## src/rtl/cmd_pkg.sv

```systemverilog
// -----------------------------------------------------------------------------
// cmd_pkg
//   Shared definitions for the manual-step command datapath.
//   - Fetch FSM state encoding (IDLE / REQ / DONE).
//   - Bit positions of the instruction fields inside a 16-bit word.
//   - Default address / data widths and fetch timeout.
// -----------------------------------------------------------------------------
package cmd_pkg;

  // Fetch FSM encoding. Kept as plain 2-bit constants so the state register
  // matches the legacy command-path blocks bit for bit.
  localparam logic [1:0] IDLE = 2'b00;
  localparam logic [1:0] REQ  = 2'b01;
  localparam logic [1:0] DONE = 2'b10;

  // Instruction word layout: [15:12] opcode, [11:8] destination, [7:0] immediate.
  localparam int OP_HI  = 15;
  localparam int OP_LO  = 12;
  localparam int DST_HI = 11;
  localparam int DST_LO = 8;
  localparam int IMM_HI = 7;
  localparam int IMM_LO = 0;

  // Default geometry of the fetch path.
  localparam int DEF_AW      = 8;
  localparam int DEF_DW      = 16;
  localparam int DEF_TIMEOUT = 255;

endpackage

```

## src/rtl/fetch_timeout.sv

```systemverilog
// -----------------------------------------------------------------------------
// fetch_timeout
//   Wait-cycle counter for an outstanding ROM read. Counts the cycles a
//   request has been held; expired flags the last permitted cycle.
//
// Ports
//   clk     in   system clock
//   pc_clr  in   asynchronous active-low reset
//   clr     in   restart the count at zero (new request launched)
//   en      in   advance the count by one (request still waiting)
//   expired out  count has reached TIMEOUT-1
// -----------------------------------------------------------------------------
module fetch_timeout
  import cmd_pkg::*;
#(
  parameter int TIMEOUT = DEF_TIMEOUT
) (
  input  logic clk,
  input  logic pc_clr,
  input  logic clr,
  input  logic en,
  output logic expired
);

  logic [7:0] tcnt;

  // NOTE: state registers use non-blocking assignments so every flop samples
  // the values from before the clock edge, independent of statement order.
  always_ff @(posedge clk or negedge pc_clr) begin
    if (!pc_clr) begin
      tcnt <= '0;
    end else if (clr) begin
      tcnt <= '0;
    end else if (en) begin
      tcnt <= tcnt + 8'd1;
    end
  end

  // The request is dropped on the edge that ends the cycle where this is
  // high, so the read stays up for exactly TIMEOUT cycles (counts 0..TIMEOUT-1).
  assign expired = (tcnt == 8'(TIMEOUT - 1));

endmodule

```

## src/rtl/ir_fetch.sv

```systemverilog
// -----------------------------------------------------------------------------
// ir_fetch
//   Instruction-fetch reader. Watches the program counter and issues one ROM
//   read for every distinct PC value, holds the request until the ROM
//   acknowledges (or the wait times out), latches the word into the
//   instruction register and announces it with a one-cycle ir_valid pulse.
//
// Ports
//   clk        in        system clock, rising edge
//   pc_clr     in        asynchronous active-low reset (shared with PC block)
//   pc         in  AW    current program counter
//   rom_addr   out AW    fetch address, frozen while rom_rd is high
//   rom_rd     out       read request level
//   rom_data   in  DW    read data, valid with rom_ack
//   rom_ack    in        single-cycle read acknowledge
//   ir         out DW    instruction register
//   ir_valid   out       one-cycle pulse: ir holds a new word
//   opcode     out 4     ir[15:12]
//   dst        out 4     ir[11:8]
//   imm        out 8     ir[7:0]
//   busy       out       FSM is not idle
//   fetch_err  out       sticky: last fetch timed out
// -----------------------------------------------------------------------------
module ir_fetch
  import cmd_pkg::*;
#(
  parameter int AW      = DEF_AW,
  parameter int DW      = DEF_DW,
  parameter int TIMEOUT = DEF_TIMEOUT
) (
  input  logic          clk,
  input  logic          pc_clr,
  input  logic [AW-1:0] pc,
  output logic [AW-1:0] rom_addr,
  output logic          rom_rd,
  input  logic [DW-1:0] rom_data,
  input  logic          rom_ack,
  output logic [DW-1:0] ir,
  output logic          ir_valid,
  output logic [3:0]    opcode,
  output logic [3:0]    dst,
  output logic [7:0]    imm,
  output logic          busy,
  output logic          fetch_err
);

  logic [1:0]    state;
  logic [AW-1:0] fetched_addr;
  logic          first;

  logic          need_fetch;
  logic          tmr_clr;
  logic          tmr_en;
  logic          expired;

  // ---------------------------------------------------------------------------
  // Control decode
  // ---------------------------------------------------------------------------
  // NOTE: every signal driven here gets a default first, so no path through
  // the block leaves it unassigned and no latch is inferred.
  always_comb begin
    need_fetch = 1'b0;
    tmr_clr    = 1'b0;
    tmr_en     = 1'b0;

    // After reset the current PC is always fetched, even if it happens to
    // match the (reset) fetched_addr.
    need_fetch = first || (pc != fetched_addr);

    if (state == IDLE) begin
      tmr_clr = need_fetch;
    end

    // Count only while genuinely waiting; an ack or the final cycle ends the
    // request, and the next launch clears the counter anyway.
    if (state == REQ) begin
      tmr_en = !rom_ack && !expired;
    end
  end

  fetch_timeout #(
    .TIMEOUT (TIMEOUT)
  ) u_timeout (
    .clk     (clk),
    .pc_clr  (pc_clr),
    .clr     (tmr_clr),
    .en      (tmr_en),
    .expired (expired)
  );

  // ---------------------------------------------------------------------------
  // Fetch FSM and output registers
  // ---------------------------------------------------------------------------
  // NOTE: ir is an ordinary register (not a memory array), so it takes a reset
  // value like everything else; a reset mid-fetch must never expose a stale or
  // half-written word.
  always_ff @(posedge clk or negedge pc_clr) begin
    if (!pc_clr) begin
      state        <= IDLE;
      fetched_addr <= '0;
      first        <= 1'b1;
      rom_addr     <= '0;
      rom_rd       <= 1'b0;
      ir           <= '0;
      ir_valid     <= 1'b0;
      fetch_err    <= 1'b0;
    end else begin
      // ir_valid is a pulse: it is only ever set on the REQ->DONE edge.
      ir_valid <= 1'b0;

      case (state)
        IDLE: begin
          if (need_fetch) begin
            rom_addr     <= pc;
            fetched_addr <= pc;
            first        <= 1'b0;
            rom_rd       <= 1'b1;
            state        <= REQ;
          end
        end

        // pc is deliberately not looked at here; any change made while the
        // request is outstanding is picked up once the FSM is back in IDLE.
        REQ: begin
          if (rom_ack) begin
            ir        <= rom_data;
            rom_rd    <= 1'b0;
            fetch_err <= 1'b0;
            ir_valid  <= 1'b1;
            state     <= DONE;
          end else if (expired) begin
            // Abandon the fetch. fetched_addr already holds this address, so
            // it is not retried until pc moves to a different value.
            rom_rd    <= 1'b0;
            fetch_err <= 1'b1;
            state     <= IDLE;
          end
        end

        DONE: begin
          state <= IDLE;
        end

        default: begin
          rom_rd <= 1'b0;
          state  <= IDLE;
        end
      endcase
    end
  end

  // ---------------------------------------------------------------------------
  // Status and field decode
  // ---------------------------------------------------------------------------
  assign busy   = (state != IDLE);

  assign opcode = ir[OP_HI:OP_LO];
  assign dst    = ir[DST_HI:DST_LO];
  assign imm    = ir[IMM_HI:IMM_LO];

endmodule

```

## config.mk

```make
export PLATFORM = sky130hd
export DESIGN_NAME = ir_fetch
export DESIGN_NICKNAME = d
export VERILOG_FILES = /design/src/rtl/cmd_pkg.sv /design/src/rtl/fetch_timeout.sv /design/src/rtl/ir_fetch.sv
export SDC_FILE = /design/constraint.sdc
export NUM_CORES = 1
export LEC_CHECK = 0
export BUFFER_PORTS_ARGS = -buffer_cell sky130_fd_sc_hd__buf_2
export CAP_MARGIN = 40
export CORE_MARGIN = 2
export CORE_UTILIZATION = 54
export CTS_BUF_LIST = sky130_fd_sc_hd__clkbuf_4 sky130_fd_sc_hd__clkbuf_8
export DETAILED_ROUTE_END_ITERATION = 7
export MAX_ROUTING_LAYER = met4
export PLACE_DENSITY = 0.88
export SLEW_MARGIN = 20
export SYNTH_ARGS = -nofsm -noshare
export SYNTH_HDL_FRONTEND = slang
export SYNTH_SLANG_ARGS = --single-unit
```

## constraint.sdc

```tcl
create_clock -name clk -period 4.6 [get_ports clk]
set_clock_uncertainty 0.2 [all_clocks]
set_input_delay 0.92 -clock clk [delete_from_list [all_inputs] [get_ports clk]]
set_output_delay 0.92 -clock clk [all_outputs]
set_load 0.005 [all_outputs]
```

### After elaboration in Yosys (flattened, before gate mapping)

Cells that the tools add are included.

| operators by class | value |
|---|---|
| add/sub/neg operators | 1 |
| multiply operators | 0 |
| divide/modulo/power cells | 0 |
| $lt $le $gt $ge | 0 |
| equality and inequality tests | 6 |
| shift operators | 0 |
| mux-type cells | 16 |
| bitwise logic cells | 1 |
| reduce and logical (&&, ||, !) cells | 13 |

Operators by type and width:

| kind | count |
|---|---|
| 2-to-1 mux 8 bit | 2 |
| 2-to-1 mux 1 bit | 9 |
| adder 8 x 1 -> 8 bit, second input constant | 1 |
| equality test 8 bit, second input constant | 1 |
| inequality test 8 bit | 1 |
| AND reduction 2 bit | 4 |
| 2-to-1 mux 2 bit | 3 |
| nonzero test 2 bit | 3 |
| case mux 2 bit (2 select lines) | 1 |
| inequality test 3 bit, second input constant | 1 |
| case mux 1 bit (3 select lines) | 1 |
| AND reduction 3 bit | 1 |
| equality test 2 x 1 -> 1 bit, second input constant | 1 |
| equality test 2 bit, second input constant | 1 |
| zero test 1 bit | 2 |
| zero test 2 bit | 1 |
| inequality test 2 bit, second input constant | 1 |
| logical AND 1 bit | 1 |
| logical OR 1 bit | 1 |
| inverter 1 bit | 1 |

| storage, ports and cells | value |
|---|---|
| bits in registers | 38 |
| latch bits | 0 |
| memory bits (writable) | 0 |
| memory bits (read-only) | 0 |
| input bits | 27 |
| output and inout port bits | 44 |
| word-level logic and storage cells | 45 |
| memories kept | 0 |

### Longest topological paths before layout

| logic depth | value |
|---|---|
| depth in word-level cells | 6 |
| mapped depth | 6 |
| gate-level depth less buffers | 6 |

### Cells and area by module

Synthesis repeated with hierarchy kept, for this count alone.

| unflattened totals | value |
|---|---|
| cell total of the unflattened synthesis | 138 |
| area, all modules | 1749.2 um2 |

By module, submodules not included:

| module | times used | cells an instance | area each (um2) | sequential area each (um2) |
|---|---|---|---|---|
| ir_fetch | 1 | 97 | 1338.8 | 752.0 |
| fetch_timeout | 1 | 41 | 410.4 | 200.2 |

### Worst setup path after synthesis

OpenSTA, ideal clock, no wires.

| path | value |
|---|---|
| kind | input-to-reg |
| from | input port pc[4] |
| to | register state[0] |
| library setup time | 0.130 ns |
| arrival time | 1.737 ns |
| data required time | 4.270 ns |
| setup slack | 2.533 ns |
| cell stages on the path | 5 |
| buffers on the path | 1 |
| path through | xor2_1 > nor4_1 > a31oi_1 > buf_2 > nand2b_1 |

| on the way | value |
|---|---|
| longest elaborated chain between the ends | 4 |

RTL lines:

| item | RTL line | RTL |
|---|---|---|
| start, declared | ir_fetch.sv:33 | `input logic [AW-1:0] pc,` |
| inequality test 8 bit | ir_fetch.sv:68 | `need_fetch = first \|\| (pc != fetched_addr);` |
| logical OR 1 bit | ir_fetch.sv:68 |  |
| inequality test 2 bit (no line) | - |  |
| AND reduction 2 bit (no line) | - |  |
| end signal, assigned | ir_fetch.sv:99 | `state <= IDLE;` |
| end signal, assigned | ir_fetch.sv:118 | `state <= REQ;` |
| end signal, assigned | ir_fetch.sv:130 | `state <= DONE;` |
| end, declared | ir_fetch.sv:47 | `logic [1:0] state;` |

Every way passes these cells.
A chain may end at the register's enable or synchronous reset.

### Final worst setup path

| path | value |
|---|---|
| from | register state[1] |
| to | output port busy |

| on the way | value |
|---|---|
| longest elaborated chain between the ends | 1 |

RTL lines:

| item | RTL line | RTL |
|---|---|---|
| nonzero test 2 bit | ir_fetch.sv:155 | `assign busy = (state != IDLE);` |
| end, declared | ir_fetch.sv:43 | `output logic busy,` |

Every way passes these cells.

==> impl_metrics.env <==
export IMPL_io_pin_count=71
export IMPL_synth_nets=169
export IMPL_postCtsHoldBufs=0
export IMPL_die_h_um=61.5
export IMPL_start_util_pct=57.5
export IMPL_grt_pass1_vias=1133
export IMPL_crit_required_ps=3480
export IMPL_path_class="reg2out"
export IMPL_fin_crit_sh_pct=52.9
export IMPL_synth_common_cells="dfrtp_1 (37), buf_4 (17), mux2_2 (11), xor2_1 (11)"
export IMPL_grt_overflow_total=0
export IMPL_p_sw_mw=0.433
export IMPL_routed_wl_mm=3.35
export IMPL_area_delta_synth_final_pct=21.0
export IMPL_clock_latency_ps=340
export IMPL_routed_via_density=5.08
export IMPL_synth_top_cells_by_area="dfrtp_1 (52%), buf_4 (7.1%), mux2_2 (6.9%)"
export IMPL_ys_seq_area_share_pct=53.3
export IMPL_yosysUniqueCellTypes=35
export IMPL_stdcell_area_mm2=0.00216
export IMPL_p_leak_nw=1.08
export IMPL_synth_enable_flop_cells=0
export IMPL_antenna_found_initial=0
export IMPL_rsz0062_at_grt="false"
export IMPL_die_w_um=61.5
export IMPL_hold_violations=0
export IMPL_num_vias=1250
export IMPL_synth_warning_count=0
export IMPL_io_buffers=70
export IMPL_antenna_left=0
export IMPL_yosysTopAreaCell="dfrtp_1"
export IMPL_cp_arrival_ps=1310
export IMPL_startpoint_type="flop"
export IMPL_first_iter_violations=41
export IMPL_die_area_mm2=0.00378
export IMPL_peakVddDrop_mv=0.255
export IMPL_p_int_mw=0.866
export IMPL_final_min_clock_period_ps=2430
export IMPL_worstPathMaxFanout=9
export IMPL_cts_buffers=5
export IMPL_drive_above_1_share_pct=51.0
export IMPL_cts_root_buf="clkbuf_4"
export IMPL_antenna_cells=0
export IMPL_netlist_instances=140
export IMPL_yosys_cell_count_top_type="dfrtp_1"
export IMPL_grt_pass1_wl_mm=4.88
export IMPL_cts_htree_levels=2
export IMPL_pwr_share_seq_pct=43.5
export IMPL_tightestPinTransition_ps=417
export IMPL_maxCapViolations=0
export IMPL_ys_seq_elements=38
export IMPL_fin_tns_setup_ps=0
export IMPL_first_pass_iters=4
export IMPL_slew_headroom_pct=72.2
export IMPL_synth_main_ff_cell="dfrtp_1"
export IMPL_clkPwrFrac_pct=13.9
export IMPL_place_area_mm2=0.00206
export IMPL_detailedPlace_worstSlack_ps=1860
export IMPL_grt_max_degree=39
export IMPL_post_cts_resized=0
export IMPL_hp_class="reg2reg"
export IMPL_combPwrFrac_pct=42.6
export IMPL_status="completed"
export IMPL_cts_tree="yes"
export IMPL_place_gp_congestion=0.794
export IMPL_synth_top_area_share_pct=51.9
export IMPL_finalNetCount=230
export IMPL_powerDensity_mw_per_mm2=601
export IMPL_synth_area_per_cell_um2=12.8
export IMPL_timing_fmax_mhz=411
export IMPL_setup_viol=0
export IMPL_power_mw=1.30
export IMPL_core_mm2=0.00310
export IMPL_clkTransAtPathRegs_ps=100
export IMPL_route_detailed_drc=0
export IMPL_syn_area_mm2=0.00179
export IMPL_sw_frac_of_total_pct=33.3
export IMPL_rows=20
export IMPL_timing_final_ws_setup_ps=2170
export IMPL_clockBufferDepth=2
export IMPL_cts_num_sinks=38
export IMPL_grt_usage_pct=18.4
export IMPL_drv_slew=0
export IMPL_cts_setup_buffers=0
export IMPL_async_reset_ff_share_pct=100
export IMPL_routedWlPerCell_um=13.6
export IMPL_worst_setup_path_end_kind="output pin"
export IMPL_dp_hpwl_mm=2.50
[path summary, 6_finish.rpt]
path,slack [ps],cells after the start,to,start
worst max-delay path,2170,3,busy,state[1]
worst min-delay path,290,1,rom_rd,rom_rd
worst max register to register,2660,4,ir[15],state[0]
worst min register to register,290,1,rom_rd,rom_rd
max in group asynchronous,3380,2,first,pc_clr
min in group asynchronous,300,1,fetched_addr[7],pc_clr
[flip-flops by register name, summed over array words and instances (netlist names)]
register and count:
rom_rd 1, fetch_err 1, u_timeout.tcnt 8, first 1
ir 16, ir_valid 1, state 2, fetched_addr 8
[through the flow]
step	hold slack, ps	util, %	cells
3_3_place_gp	275	66.0	235
2_1_floorplan	266	-	140
5_1_grt	307	69.6	246
3_5_place_dp	271	66.5	236
6_report	289	69.6	246
4_1_cts	293	68.5	244
[power groups by stage]
stage	clock network [mW]	registers [mW]	logic (mW)
2_1_floorplan	0	0.576	0.386
3_3_place_gp	0	0.563	0.525
3_5_place_dp	0	0.573	0.548
4_1_cts	0.187	0.567	0.548
5_1_grt	0.201	0.587	0.618
6_report	0.181	0.565	0.553
[placed cells by master (no fill, tap or decap), types with 2 or more instances in the layout]
cell type | Yosys | routed
a21oi_1 | 4 | 4
and2_1 | 2 | 2
buf_2 | 1 | 70
clkbuf_4 | 0 | 7
dfrtp_1 | 37 | 37
ha_1 | 2 | 2
inv_1 | 2 | 2
mux2_1 | 5 | 5
mux2_2 | 11 | 11
mux2_4 | 8 | 8
nand2_1 | 4 | 4
nand3_1 | 2 | 2
nor2_1 | 8 | 8
nor2b_1 | 2 | 2
o211ai_1 | 2 | 2
o21ai_0 | 3 | 3
or3_1 | 2 | 2
xor2_1 | 11 | 11
[metal layers]
| metal | share of wire [%] | vias up | global-route usage, % |
|---|---|---|---|
| met1 | 41 | 588 | 20.9 |
| met4 | 1.1 | 0 | 5.47 |
| li1 | - | 591 | - |
| met2 | 50 | 64 | 31.0 |
| met3 | 7.8 | 7 | 6.09 |
| met5 | 0 | - | - |
[critical path, cell delays in order (launching register included)]
cell and delay, ps:
dfrtp_1 460, nor2_4 270, inv_1 110, buf_2 140
[final cells by class]
type,count,area (um^2)
flip-flops and latches,38,952
fillers,234,942
multi-input cells,81,682
repair buffers,73,400
clock buffers,7,58.8
well taps,44,55.1
inverters,2,7.51
clock inverters,1,5.00
[logic make-up (layout without fill, tap and decap cells)]
kind of cell / count (synthesis) / count (layout) / share of synthesized area, %
AO/OA/AOI/OAI: 13 / 13 / 4.34
buffers and inverters: 21 / 83 / 8.48
adder cells (fa/ha/maj): 2 / 2 / 1.40
multiplexers: 24 / 24 / 16.8
AND/OR/NAND/NOR: 30 / 30 / 9.74
flip-flops: 38 / 38 / 53.3
XOR/XNOR: 12 / 12 / 5.89
Note: power is estimated with default switching activity, not from simulation.
